<file path="config.mk">
export PLATFORM = sky130hd
export DESIGN_NAME = gshare_pattern_table
export DESIGN_NICKNAME = d
export VERILOG_FILES = /design/src/rtl/gshare_pattern_table.sv
export SDC_FILE = /design/constraint.sdc
export NUM_CORES = 1
export LEC_CHECK = 0
export BUFFER_PORTS_ARGS = -buffer_cell sky130_fd_sc_hd__buf_2
export CORE_MARGIN = 3
export CORE_UTILIZATION = 30
export CTS_CLUSTER_DIAMETER = 80
export DETAILED_ROUTE_END_ITERATION = 16
export PLACE_DENSITY_LB_ADDON = 0.05
export RECOVER_POWER = 50
export SYNTH_ARGS = -nofsm -noshare
export SYNTH_HDL_FRONTEND = slang
export SYNTH_SLANG_ARGS = --single-unit
</file>
<file path="constraint.sdc">
create_clock -name clk -period 10.8 [get_ports clk]
set_input_delay 3.24 -clock clk [delete_from_list [all_inputs] [get_ports clk]]
set_output_delay 3.24 -clock clk [all_outputs]
set_load 0.005 [all_outputs]
</file>
<file path="src/rtl/gshare_pattern_table.sv">
// gshare_pattern_table: 2-bit saturating counter table indexed by PC ^ history,
// with a registered prediction and a post-reset initialisation sweep.
module gshare_pattern_table #(
    parameter int M     = 4,
    parameter int IDX_W = 6
) (
    input  logic             clk,
    input  logic             reset_n,
    input  logic             pred_valid_i,
    input  logic [IDX_W-1:0] pred_pc_i,
    input  logic [M-1:0]     bhr_i,
    output logic             pred_valid_o,
    output logic             pred_taken_o,
    output logic [IDX_W-1:0] pred_idx_o,
    input  logic             upd_valid_i,
    input  logic [IDX_W-1:0] upd_idx_i,
    input  logic             upd_taken_i,
    output logic             init_busy_o
);
    typedef enum logic {INIT, RUN} state_t;
    state_t           state;
    logic [IDX_W-1:0] ptr;
    logic [IDX_W-1:0] idx;
    logic [1:0]       ctr_q [2**IDX_W];
    logic [1:0]       cur;
    logic [1:0]       nxt;
    assign idx = pred_pc_i ^ IDX_W'(bhr_i);
    assign cur = ctr_q[upd_idx_i];
    always_comb nxt = upd_taken_i ? ((cur == 2'b11) ? cur : cur + 2'd1)
                                  : ((cur == 2'b00) ? cur : cur - 2'd1);
    always_ff @(posedge clk or negedge reset_n) begin
        if (!reset_n) begin
            state        <= INIT;
            ptr          <= '0;
            pred_valid_o <= 1'b0;
            pred_taken_o <= 1'b0;
            pred_idx_o   <= '0;
            init_busy_o  <= 1'b1;
        end else begin
            pred_valid_o <= pred_valid_i;
            if (pred_valid_i) begin
                pred_idx_o   <= idx;
                pred_taken_o <= (state == RUN) && ctr_q[idx][1];
            end
            if (state == INIT) begin
                ptr <= ptr + IDX_W'(1);
                if (&ptr) begin
                    state       <= RUN;
                    init_busy_o <= 1'b0;
                end
            end
        end
    end
    // Counters carry no reset; the sweep is their only initialisation.
    always_ff @(posedge clk) begin
        if (state == INIT)
            ctr_q[ptr] <= 2'b01;
        else if (upd_valid_i)
            ctr_q[upd_idx_i] <= nxt;
    end
endmodule

</file>
; Yosys cells after proc, flatten, opt, wreduce, memory -nomap -nowiden
; Memories as Yosys holds them, arrays and structs flattened.
; Index checks and enable logic that the tools add are counted.
; Widths: inputs -> output; s select.
[op_classes]
add_sub_neg = 3
eq_ne = 1
muxes = 12
bitwise_logic = 2
n_reduce_logical = 5
[ops]
columns = op, n
row1 = $mux 2, 4
row2 = $mux 1, 7
row3 = $reduce_and 7->1, 1
row4 = $add 6x1->6 const B, 1
row5 = $mux 6, 1
row6 = $reduce_and 6->1, 1
row7 = $xor 6x4->6, 1
row8 = $add 2x1->2 const B, 1
row9 = $eq 2x2->1 const B, 1
row10 = $logic_not 2->1, 1
row11 = $reduce_or 2->1, 1
row12 = $sub 2x1->2 const B, 1
row13 = $logic_and 1x1->1, 1
row14 = $not 1->1, 1
[totals]
reg_bits = 16
mem_bits_rw = 128
inputBits = 21
out_inout_bits = 9
elab_cells = 30
mem_count = 1
[memory_table]
columns = name, words, width, rd, rd_ports_with_merged_regs, write_ports, line_no
row1 = ctr_q, 64, 2, 2, 0, 1, 24  ; logic [1:0] ctr_q [2**IDX_W];

; Longest topological paths before layout
; Gate-level depths: netlist of the first run.
[depth]
ltp_word = 5
ltp_mapped = 9
depth_no_buf = 6

; Worst setup path after synthesis of the first run
; OpenSTA, ideal clock, no wires.
[synth_path]
path_type = input to register
from = input port upd_idx_i[1]
to = memory ctr_q[0][0] (data pin)
setup_time_ps = 499
arrival_time_ps = 6447
t_required_ps = 10301
slack_ps = 3854
cell_stages = 8
path_buffers = 2
cell_sequence = clkbuf_1 clkbuf_1 mux4_2 mux4_2 or2_0 a32oi_1 a21oi_1 nor2_1
[synth_via]
elab_chain_len = 5
word_cells_on_any_way = 9
cone_classes = add/sub: 2 / eq/ne: 1 / mux: 4 / reduce/logical: 1 / memory: 1
[synth_rtl]
columns = item, line_no
row1 = "start, declared", 16  ; input logic [IDX_W-1:0] upd_idx_i,
row2 = $mem_v2 64x2 *, n/a
row3 = "$sub 2x1->2, or another cell as far along", 30  ; : ((cur == 2'b00) ? cur : cur - 2'd1);
row4 = "$mux 2, on equally long branches", "30, 29"
row5 = $mux 2 *, 29  ; always_comb nxt = upd_taken_i ? ((cur == 2'b11) ? cur : cur + 2'd1)
row6 = $mux 2 (no source line) *, n/a
row7 = "end, declared", 24
; Every way passes the cells marked *; elsewhere a longest branch is shown, timed or not.

; Worst setup path in the final report of the first run
[layout_path]
from = input port upd_idx_i[0]
to = memory ctr_q[54][0] (data pin)
; Same word-level chain as after synthesis.

==> results of run 1 <==
-- cell usage in the layout (no fill, tap or decap), types with 6 or more instances in the layout --
cell type	n
nand3_1	8
nand2_1	35
mux2i_1	10
mux2_2	8
xnor2_1	6
a22oi_1	11
buf_2	17
mux4_2	42
clkbuf_16	17
a21oi_1	9
nor2b_1	6
nor2_1	74
dfrtp_1	15
clkbuf_1	15
edfxtp_1	128
-- cells by family after synthesis --
group	after synthesis	share of synthesized area [%]
AND/OR/NAND/NOR	149	9.787
flip-flops	144	63.01
multiplexers	65	18.81
AO/OA/AOI/OAI	48	5.014
buffers and inverters	21	1.653
XOR/XNOR	11	1.541
adder cells (fa/ha/maj)	1	0.1857
-- final cells by class --
class	count	area share, %
clock buffer	19	5.664
clock inverter	13	2.688
inverter	2	0.09600
multi-input combinational	274	30.64
sequential	144	54.29
tap	280	4.480
timing repair buffer	35	2.144
-- stage by stage --
stage	setup WS, ns	utilization (%)	power, W	area (um^2)
floorplan	3.854	-	0.0006545	6738
CTS	4.336	35.72	0.001330	7843
global route	2.201	35.61	0.001359	7820
global placement	3.994	32.74	0.0006777	7189
finish	2.779	35.61	0.001318	7820
detailed placement	3.919	32.74	0.0006777	7189
-- report_power, final --
part,internal [W],switching (W)
registers,0.000601,0.00000149
logic,0.0000247,0.0000374
clock network,0.000417,0.000237
-- critical path, stage by stage --
cell      delay (ns)
buf_2           0.08
clkbuf_1        2.04
mux4_1          0.76
mux4_2          0.51
or2_0           0.24
a32oi_1         0.23
a21oi_1         0.11
nor2_4          0.55
buf_4           0.45
-- registers in the layout (all words and copies together), names as in the netlist --
name and count:
pred_taken_o 1, pred_valid_o 1, ptr 6, state 1, ctr_q 128, init_busy_o 1, pred_idx_o 6
-- per-layer routing --
metal / share of wire, % / track usage [%] / vias to the layer above
li1: - / - / 1801
met1: 43 / 22.00 / 2155
met2: 49 / 26.27 / 129
met3: 5.6 / 3.634 / 29
met4: 2.3 / 5.845 / 2
met5: 0.058 / 0 / -
-- worst min path at each step --
stage / slack [ns] / from / cells after the start / to
2_1_floorplan: 0.45 / init_busy_o / 1 / init_busy_o
3_3_place_gp: 0.44 / init_busy_o / 1 / init_busy_o
3_5_place_dp: 0.45 / init_busy_o / 1 / init_busy_o
4_1_cts: 0.46 / init_busy_o / 1 / init_busy_o
5_1_grt: 0.47 / init_busy_o / 1 / init_busy_o
6_report: 0.46 / init_busy_o / 1 / init_busy_o
==> impl_metrics.json, run 1 <==
{
  "yosys_warnings": 0,
  "gp_congestion": 0.7757,
  "cp.required_ns": 11.01,
  "post_cts_resize_count": 0,
  "ff2ff_path_depth": 7,
  "r2r_slack_ns": 7.47,
  "drive_above_1_share_pct": 21.97,
  "hp-class": "reg2reg",
  "maxSlewViolCount": 55,
  "cts_setup_buffers": 0,
  "stdcell_count": 767,
  "p_per_area_mw_per_mm2": 168.6,
  "coreArea_mm2": 0.02196,
  "syn_area_mm2": 0.006738,
  "die_h_um": 155.9,
  "rows": 54,
  "htreeDepth": 4,
  "finalHoldViolations": 0,
  "setup_violations": 0,
  "max_freq_mhz": 124.7,
  "ys_seq_elements": 144,
  "routedWlPerCell_um": 24.80,
  "finalCritPeriodShare_pct": 74.26,
  "status": "complete, but fails checks",
  "postSynthCellCount": 439,
  "cts_buffers": 17,
  "relSlewSlack_pct": -92.75,
  "clock_latency_ns": 0.43,
  "synth-main-ff-cell": "edfxtp_1",
  "drt-initial-drc-count": 289,
  "finalNetCount": 496,
  "whs_ns": 0.4562,
  "r2r_start": "state",
  "port-buffer-count": 29,
  "endpoint": "ctr_q[54][0]",
  "ant_nets": 0,
  "fin_setup_tns_ns": 0,
  "multi_input_area_mm2": 0.002396,
  "hpwl_mm": 12.91,
  "track_usage_pct": 16.37,
  "synth_top_cell_area_share_pct": 57.05,
  "period_needed_ns": 8.021,
  "clockBufferDepth": 2,
  "dp.cells": 735,
  "grt_pass1_vias": 4258,
  "die_area_mm2": 0.02429,
  "final-seq-area_mm2": 0.004245,
  "timing.critical_path.from": "upd_idx_i[0]",
  "grt_setup_unrepaired": "no",
  "skew_ns": 0.009691,
  "worst_setup_path_start_kind": "input pin",
  "synth_edf_count": 128,
  "drc": 0,
  "crit_arrival_ns": 8.23,
  "cp_max_fo": 34,
  "path_clk_slew_ns": 0.06,
  "vias": 4116,
  "irDropWorstVdd_mv": 0.06275,
  "grt_overflow": 0,
  "syn_to_final_growth_pct": 16.06,
  "via_per_inst": 5.366,
  "tightestPinTransition_ns": 2.891,
  "die_width_um": 155.9,
  "clock_sinks": 144,
  "synth_common_cells": "edfxtp_1 (128), nor2_1 (75), mux4_2 (42)",
  "cp-end-kind": "register",
  "fillers": 2083,
  "firstDrtPassIters": 6,
  "syn_nets": 461,
  "r2r_end": "ctr_q[55][1]",
  "drt_wl_total_mm": 19.02,
  "cts_hold_buf": 0,
  "async_flop_share_pct": 11.11,
  "violations": "max-capacitance violations, max-slew violations",
  "grt_pass1_wl_mm": 28.21,
  "grt_max_degree": 47,
  "antenna_found_initial": 1,
  "cts_tree": "yes",
  "antennaDiodeCount": 0,
  "crit_type": "in2reg",
  "pin_count": 30,
  "yosysMostFrequentCell": "edfxtp_1",
  "synth_top_area_cell": "edfxtp_1",
  "start_util_pct": 30.68,
  "cts_root_buf": "clkbuf_16",
  "ys_seq_area_share_pct": 63.01,
  "avgSynthCellArea_um2": 15.35,
  "total_leakage_power_nw": 2.151,
  "synth.distinct_cells": 53,
  "synthTopCellsByArea": "edfxtp_1 (57%), mux4_2 (14%), dfrtp_1 (5.6%), nor2_1 (4.2%), mux4_1 (1.9%)",
  "cap_violations": 2
}
Note: power is estimated with default switching activity, not from simulation.
==> inputs of run 2 (changes only) <==
- ABC_AREA: not set -> 1
- clock period: 10.8 -> 6.9 ns (I/O delays scaled with it)
==> impl_metrics.json, run 2 <==
{
  "status": "complete, but fails checks",
  "violations": "max-capacitance violations, max-slew violations",
  "cts_tree": "yes",
  "reg_top3": "ctr_q x128, pred_idx_o x6, ptr x6",
  "grt_pass1_wl_mm": 35.33,
  "grt_max_degree": 66,
  "yosysMostFrequentCell": "nand2_1",
  "dpl_cell_area_mm2": 0.007505,
  "syn_to_final_growth_pct": 13.28,
  "cts_buffers": 17,
  "synth_common_cells": "nand2_1 (250), nand3_1 (184), edfxtp_1 (128)",
  "cpLargestDelayFamily": "simple AND/OR/NAND/NOR gates",
  "firstDrtPassIters": 5,
  "cp_num_cells": 6,
  "finalHoldViolations": 0,
  "postSynthCellCount": 754,
  "skew_ns": 0.01109,
  "grt_setup_unrepaired": "no",
  "clockBufferDepth": 2,
  "port-buffer-count": 29,
  "syn_area_mm2": 0.007093,
  "largest_register_ffs": 128,
  "muxShareOfSynthArea_pct": 0,
  "vias": 5565,
  "coreArea_mm2": 0.02292,
  "synth.distinct_cells": 32,
  "async_flop_share_pct": 11.11,
  "synth-simple-area-share_pct": 32.26,
  "htreeDepth": 4,
  "hp-class": "reg2reg",
  "internal_power_w": 0.001528,
  "switchingPower_w": 0.0005220,
  "via_per_inst": 5.045,
  "r2r_start": "state",
  "synth_top_cell_area_share_pct": 54.19,
  "drc": 0,
  "synth_adder_area_share_pct": 0.1764,
  "finalCritPeriodShare_pct": 71.51,
  "maxSlewViolCount": 11,
  "final_area_mm2": 0.008035,
  "final_cell_mix": "nand2_1 (251), nand3_1 (185), edfxtp_1 (128)",
  "gp_congestion": 0.8348,
  "post_cts_resize_count": 0,
  "r2r_end": "ctr_q[14][0]",
  "syn_nets": 776,
  "critPathSlowestCell": "nand4_1",
  "p_per_area_mw_per_mm2": 255.2,
  "power_w": 0.002050,
  "total_leakage_power_nw": 3.004,
  "crit_type": "in2reg",
  "cp_max_fo": 65,
  "tightestPinTransition_ns": 1.550,
  "cap_violations": 1,
  "cts_setup_buffers": 0,
  "synth_edf_count": 128,
  "antennaDiodeCount": 0,
  "seq_power_share_pct": 45.9,
  "timing.critical_path.from": "upd_idx_i[0]",
  "crit_chain": "clkbuf_1 -> buf_4 -> o21ai_0 -> inv_1 -> nand4_1 -> nor2_1",
  "cp-end-kind": "register",
  "postLayoutCoreUtil_pct": 35.06,
  "synth-compound-area-share_pct": 1.341,
  "synth_top_family_by_area": "simple AND/OR/NAND/NOR gates",
  "clockPowerShare_pct": 45.4,
  "synth-main-ff-cell": "edfxtp_1",
  "pin_count": 30,
  "worst_setup_path_start_kind": "input pin",
  "drive_above_1_share_pct": 10.00,
  "multi_input_area_mm2": 0.002486,
  "ant_nets": 0,
  "die_width_um": 159.8,
  "routedWlPerCell_um": 21.03,
  "critPathBufInv": 3,
  "die_h_um": 159.8,
  "track_usage_pct": 18.53,
  "avgSynthCellArea_um2": 9.407,
  "cts_root_buf": "clkbuf_16",
  "drt-initial-drc-count": 338,
  "start_util_pct": 30.95,
  "regMostFlops": "ctr_q",
  "clock_latency_ns": 0.43,
  "cts_hold_buf": 0,
  "setup_violations": 0,
  "ff2ff_path_depth": 6,
  "finalNetCount": 799,
  "endpoint": "ctr_q[37][1]",
  "drt_wl_total_mm": 23.19,
  "ys_seq_area_share_pct": 59.85,
  "yosys_warnings": 0,
  "synth_xor_area_share_pct": 1.588,
  "crit_arrival_ns": 5.04,
  "synth_top_area_cell": "edfxtp_1",
  "max_freq_mhz": 202.7,
  "hpwl_mm": 14.58,
  "fin_setup_tns_ns": 0,
  "irDropWorstVdd_mv": 0.1360,
  "fillers": 2376,
  "r2r_slack_ns": 3.32,
  "clock_sinks": 144,
  "cp.required_ns": 7.01,
  "period_needed_ns": 4.934,
  "max_stage_delay_ns": 0.75,
  "combPwrFrac_pct": 8.7,
  "final_common_cell": "nand2_1",
  "antenna_found_initial": 0,
  "rows": 55,
  "relSlewSlack_pct": -4.090,
  "swShare_pct": 25.46,
  "grt_overflow": 0,
  "path_clk_slew_ns": 0.07,
  "ys_seq_elements": 144,
  "synthTopCellsByArea": "edfxtp_1 (54%), nand2_1 (13%), nand3_1 (13%), dfrtp_1 (5.3%), nor2_1 (3.2%)",
  "die_area_mm2": 0.02552,
  "grt_pass1_vias": 5611,
  "final-seq-area_mm2": 0.004245
}
-- run 2: layout make-up --
cell class / count / share of cell area, %
clock buffer: 18 / 5.341
clock inverter: 14 / 1.931
inverter: 29 / 1.355
multi-input combinational: 547 / 30.94
sequential: 144 / 52.83
tap: 313 / 4.874
timing repair buffer: 38 / 2.725
-- run 2: power by group through the flow --
stage	combinational (W)	clock [W]	sequential, W
detailed placement	0.000184	0	0.000960
global route	0.000200	0.000989	0.000942
floorplan	0.000116	0	0.000961
CTS	0.000185	0.000947	0.000942
global placement	0.000184	0	0.000960
finish	0.000179	0.000930	0.000942
-- run 2: worst min path at each step --
| stage | start | end | cells after the start |
|---|---|---|---|
| CTS | pred_taken_o | pred_taken_o | 2 |
| global placement | pred_taken_o | pred_taken_o | 2 |
| finish | init_busy_o | init_busy_o | 1 |
| floorplan | ptr[4] | ptr[4] | 1 |
| global route | init_busy_o | init_busy_o | 1 |
| detailed placement | pred_taken_o | pred_taken_o | 2 |
-- run 2: layer usage --
layer / share of wire [%] / vias up / GRT usage, %
met5: 0 / - / 0
met4: 2.3 / 0 / 6.725
met3: 5.6 / 37 / 3.684
met2: 47 / 184 / 29.75
met1: 45 / 2704 / 24.95
li1: - / 2640 / -
-- run 2: logic make-up after synthesis --
group,after synthesis
AO/OA/AOI/OAI,14
XOR/XNOR,9
adder cells (fa/ha/maj),1
buffers and inverters,63
flip-flops,144
AND/OR/NAND/NOR,523
-- run 2: metrics by stage --
step | hold slack [ns] | setup slack (ns) | std cells
global route | 0.4922 | 1.850 | 1103
global placement | 0.4609 | 1.744 | 1071
finish | 0.4814 | 1.966 | 1103
CTS | 0.4816 | 2.142 | 1103
detailed placement | 0.4645 | 1.694 | 1071
floorplan | 0.4635 | 1.837 | 754
==> inputs of run 3 (changes only) <==
- clock period: 6.9 -> 4.75 ns (I/O delays scaled with it)
==> impl_metrics.json, run 3 (synthesis gave the netlist of run 2 again) <==
{
  "r2r_end": "ctr_q[60][1]",
  "setup_violations": 0,
  "antennaDiodeCount": 0,
  "die_area_mm2": 0.02552,
  "drc": 0,
  "routedWlPerCell_um": 20.49,
  "final_cell_mix": "nand2_1 (251), nand3_1 (184), edfxtp_1 (128)",
  "final_common_cell": "nand2_1",
  "syn_to_final_growth_pct": 14.31,
  "violations": "max-capacitance violations, max-slew violations",
  "maxSlewViolCount": 25,
  "coreArea_mm2": 0.02292,
  "htreeDepth": 4,
  "gp_congestion": 0.8164,
  "use_met3_pct": 3.528,
  "period_needed_ns": 3.923,
  "start_util_pct": 30.95,
  "finalNetCount": 813,
  "status": "complete, but fails checks",
  "irDropWorstVdd_mv": 0.1827,
  "final_area_mm2": 0.008108,
  "ff2ff_path_depth": 8,
  "grt_setup_unrepaired": "no",
  "final-seq-area_mm2": 0.004245,
  "firstDrtPassIters": 5,
  "crit_type": "in2reg",
  "drt_wl_total_mm": 22.89,
  "clock_latency_ns": 0.43,
  "clockBufferDepth": 2,
  "largest_register_ffs": 128,
  "whs_ns": 0.4833,
  "cts_hold_buf": 0,
  "cp.required_ns": 4.87,
  "die_h_um": 159.8,
  "grt_max_degree": 46,
  "r2r_slack_ns": 1.44,
  "p_per_area_mw_per_mm2": 369.4,
  "r2r_start": "state",
  "vias": 5720,
  "dpl_cell_area_mm2": 0.007585,
  "multi_input_area_mm2": 0.002480,
  "drive_above_1_share_pct": 11.19,
  "stdcell_count": 1117,
  "fin_setup_tns_ns": 0,
  "via_per_inst": 5.121,
  "die_width_um": 159.8,
  "timing.critical_path.from": "upd_valid_i",
  "finalHoldViolations": 0,
  "gr-usage-met1_pct": 24.62,
  "relSlewSlack_pct": -17.24,
  "clock_sinks": 144,
  "endpoint": "ctr_q[60][1]",
  "path_clk_slew_ns": 0.06,
  "power_w": 0.002995,
  "cts_setup_buffers": 0,
  "total_leakage_power_nw": 3.060,
  "hpwl_mm": 15.30,
  "regMostFlops": "ctr_q",
  "ant_nets": 0,
  "hp-class": "reg2reg",
  "cts_buffers": 17,
  "grt_pass1_wl_mm": 35.13,
  "holdCritStartpoint": "pred_idx_o[4]",
  "top_usage_layer": "met2",
  "skew_ns": 0.01129,
  "grt_overflow": 0,
  "worst_setup_path_start_kind": "input pin",
  "crit_arrival_ns": 4.04,
  "dp.cells": 1085,
  "antenna_found_initial": 0,
  "cp-end-kind": "register",
  "max_freq_mhz": 254.9,
  "port-buffer-count": 29,
  "reg_top3": "ctr_q x128, pred_idx_o x6, ptr x6",
  "fillers": 2335,
  "finalCritPeriodShare_pct": 82.59,
  "drt-initial-drc-count": 482,
  "cap_violations": 2,
  "cts_tree": "yes",
  "grt_pass1_vias": 5697,
  "rows": 55,
  "tightestPinTransition_ns": 1.746,
  "grt_util_met2_pct": 30.28,
  "cts_root_buf": "clkbuf_16",
  "post_cts_resize_count": 0,
  "track_usage_pct": 18.48,
  "cp_max_fo": 11,
  "pin_count": 30
}
==> run 3: changes by cell type in the layout (fill, tap and decap cells not counted), moves of 2 or more <==
cell,delta
clkinv_2,+4
clkinvlp_4,-2
clkbuf_1,+2
buf_12,-2
buf_4,+13
inv_6,-3
==> run 3: cell type report <==
| type | count | area share (%) |
|---|---|---|
| clock buffers | 18 | 5.293 |
| clock inverters | 14 | 2.022 |
| inverters | 29 | 1.343 |
| multi-input cells | 547 | 30.59 |
| flip-flops and latches | 144 | 52.36 |
| well taps | 313 | 4.830 |
| repair buffers | 52 | 3.565 |
==> run 3: power by group <==
group	internal, W	leakage (nW)	switching (W)
sequential	0.00137	1.09	0.00000311
clock	0.000824	0.288	0.000543
combinational	0.0000769	1.68	0.000182
==> run 3: how the worst min path moves through the flow <==
stage,endpoint,slack [ns],cells after the start
detailed placement,pred_idx_o[4],0.47,2
finish,pred_idx_o[4],0.48,2
floorplan,ptr[4],0.46,1
CTS,pred_idx_o[4],0.48,2
global route,pred_idx_o[5],0.52,2
global placement,pred_taken_o,0.46,2
==> run 3: per-layer routing <==
| metal | part of all wire [%] | up-vias |
|---|---|---|
| met5 | 0 | - |
| met4 | 2.4 | 0 |
| met3 | 5.4 | 30 |
| met2 | 48 | 198 |
| met1 | 44 | 2831 |
| li1 | - | 2661 |
==> run 3: per-stage QoR <==
stage          util, %  setup slack [ns]
3_3_place_gp     33.10            0.9652
5_1_grt          35.38            0.5623
6_report         35.38            0.8272
4_1_cts          35.69             1.386
3_5_place_dp     33.10            0.9336
2_1_floorplan        -            0.3320
==> run 3: critical path, cell delays in order <==
cell,delay [ns]
buf_2,0.10
nand2_1,0.04
clkbuf_1,0.49
inv_1,0.21
or2_2,0.33
o21ai_0,0.37
nand4_1,0.34
clkbuf_1,0.41
nor2_1,0.30
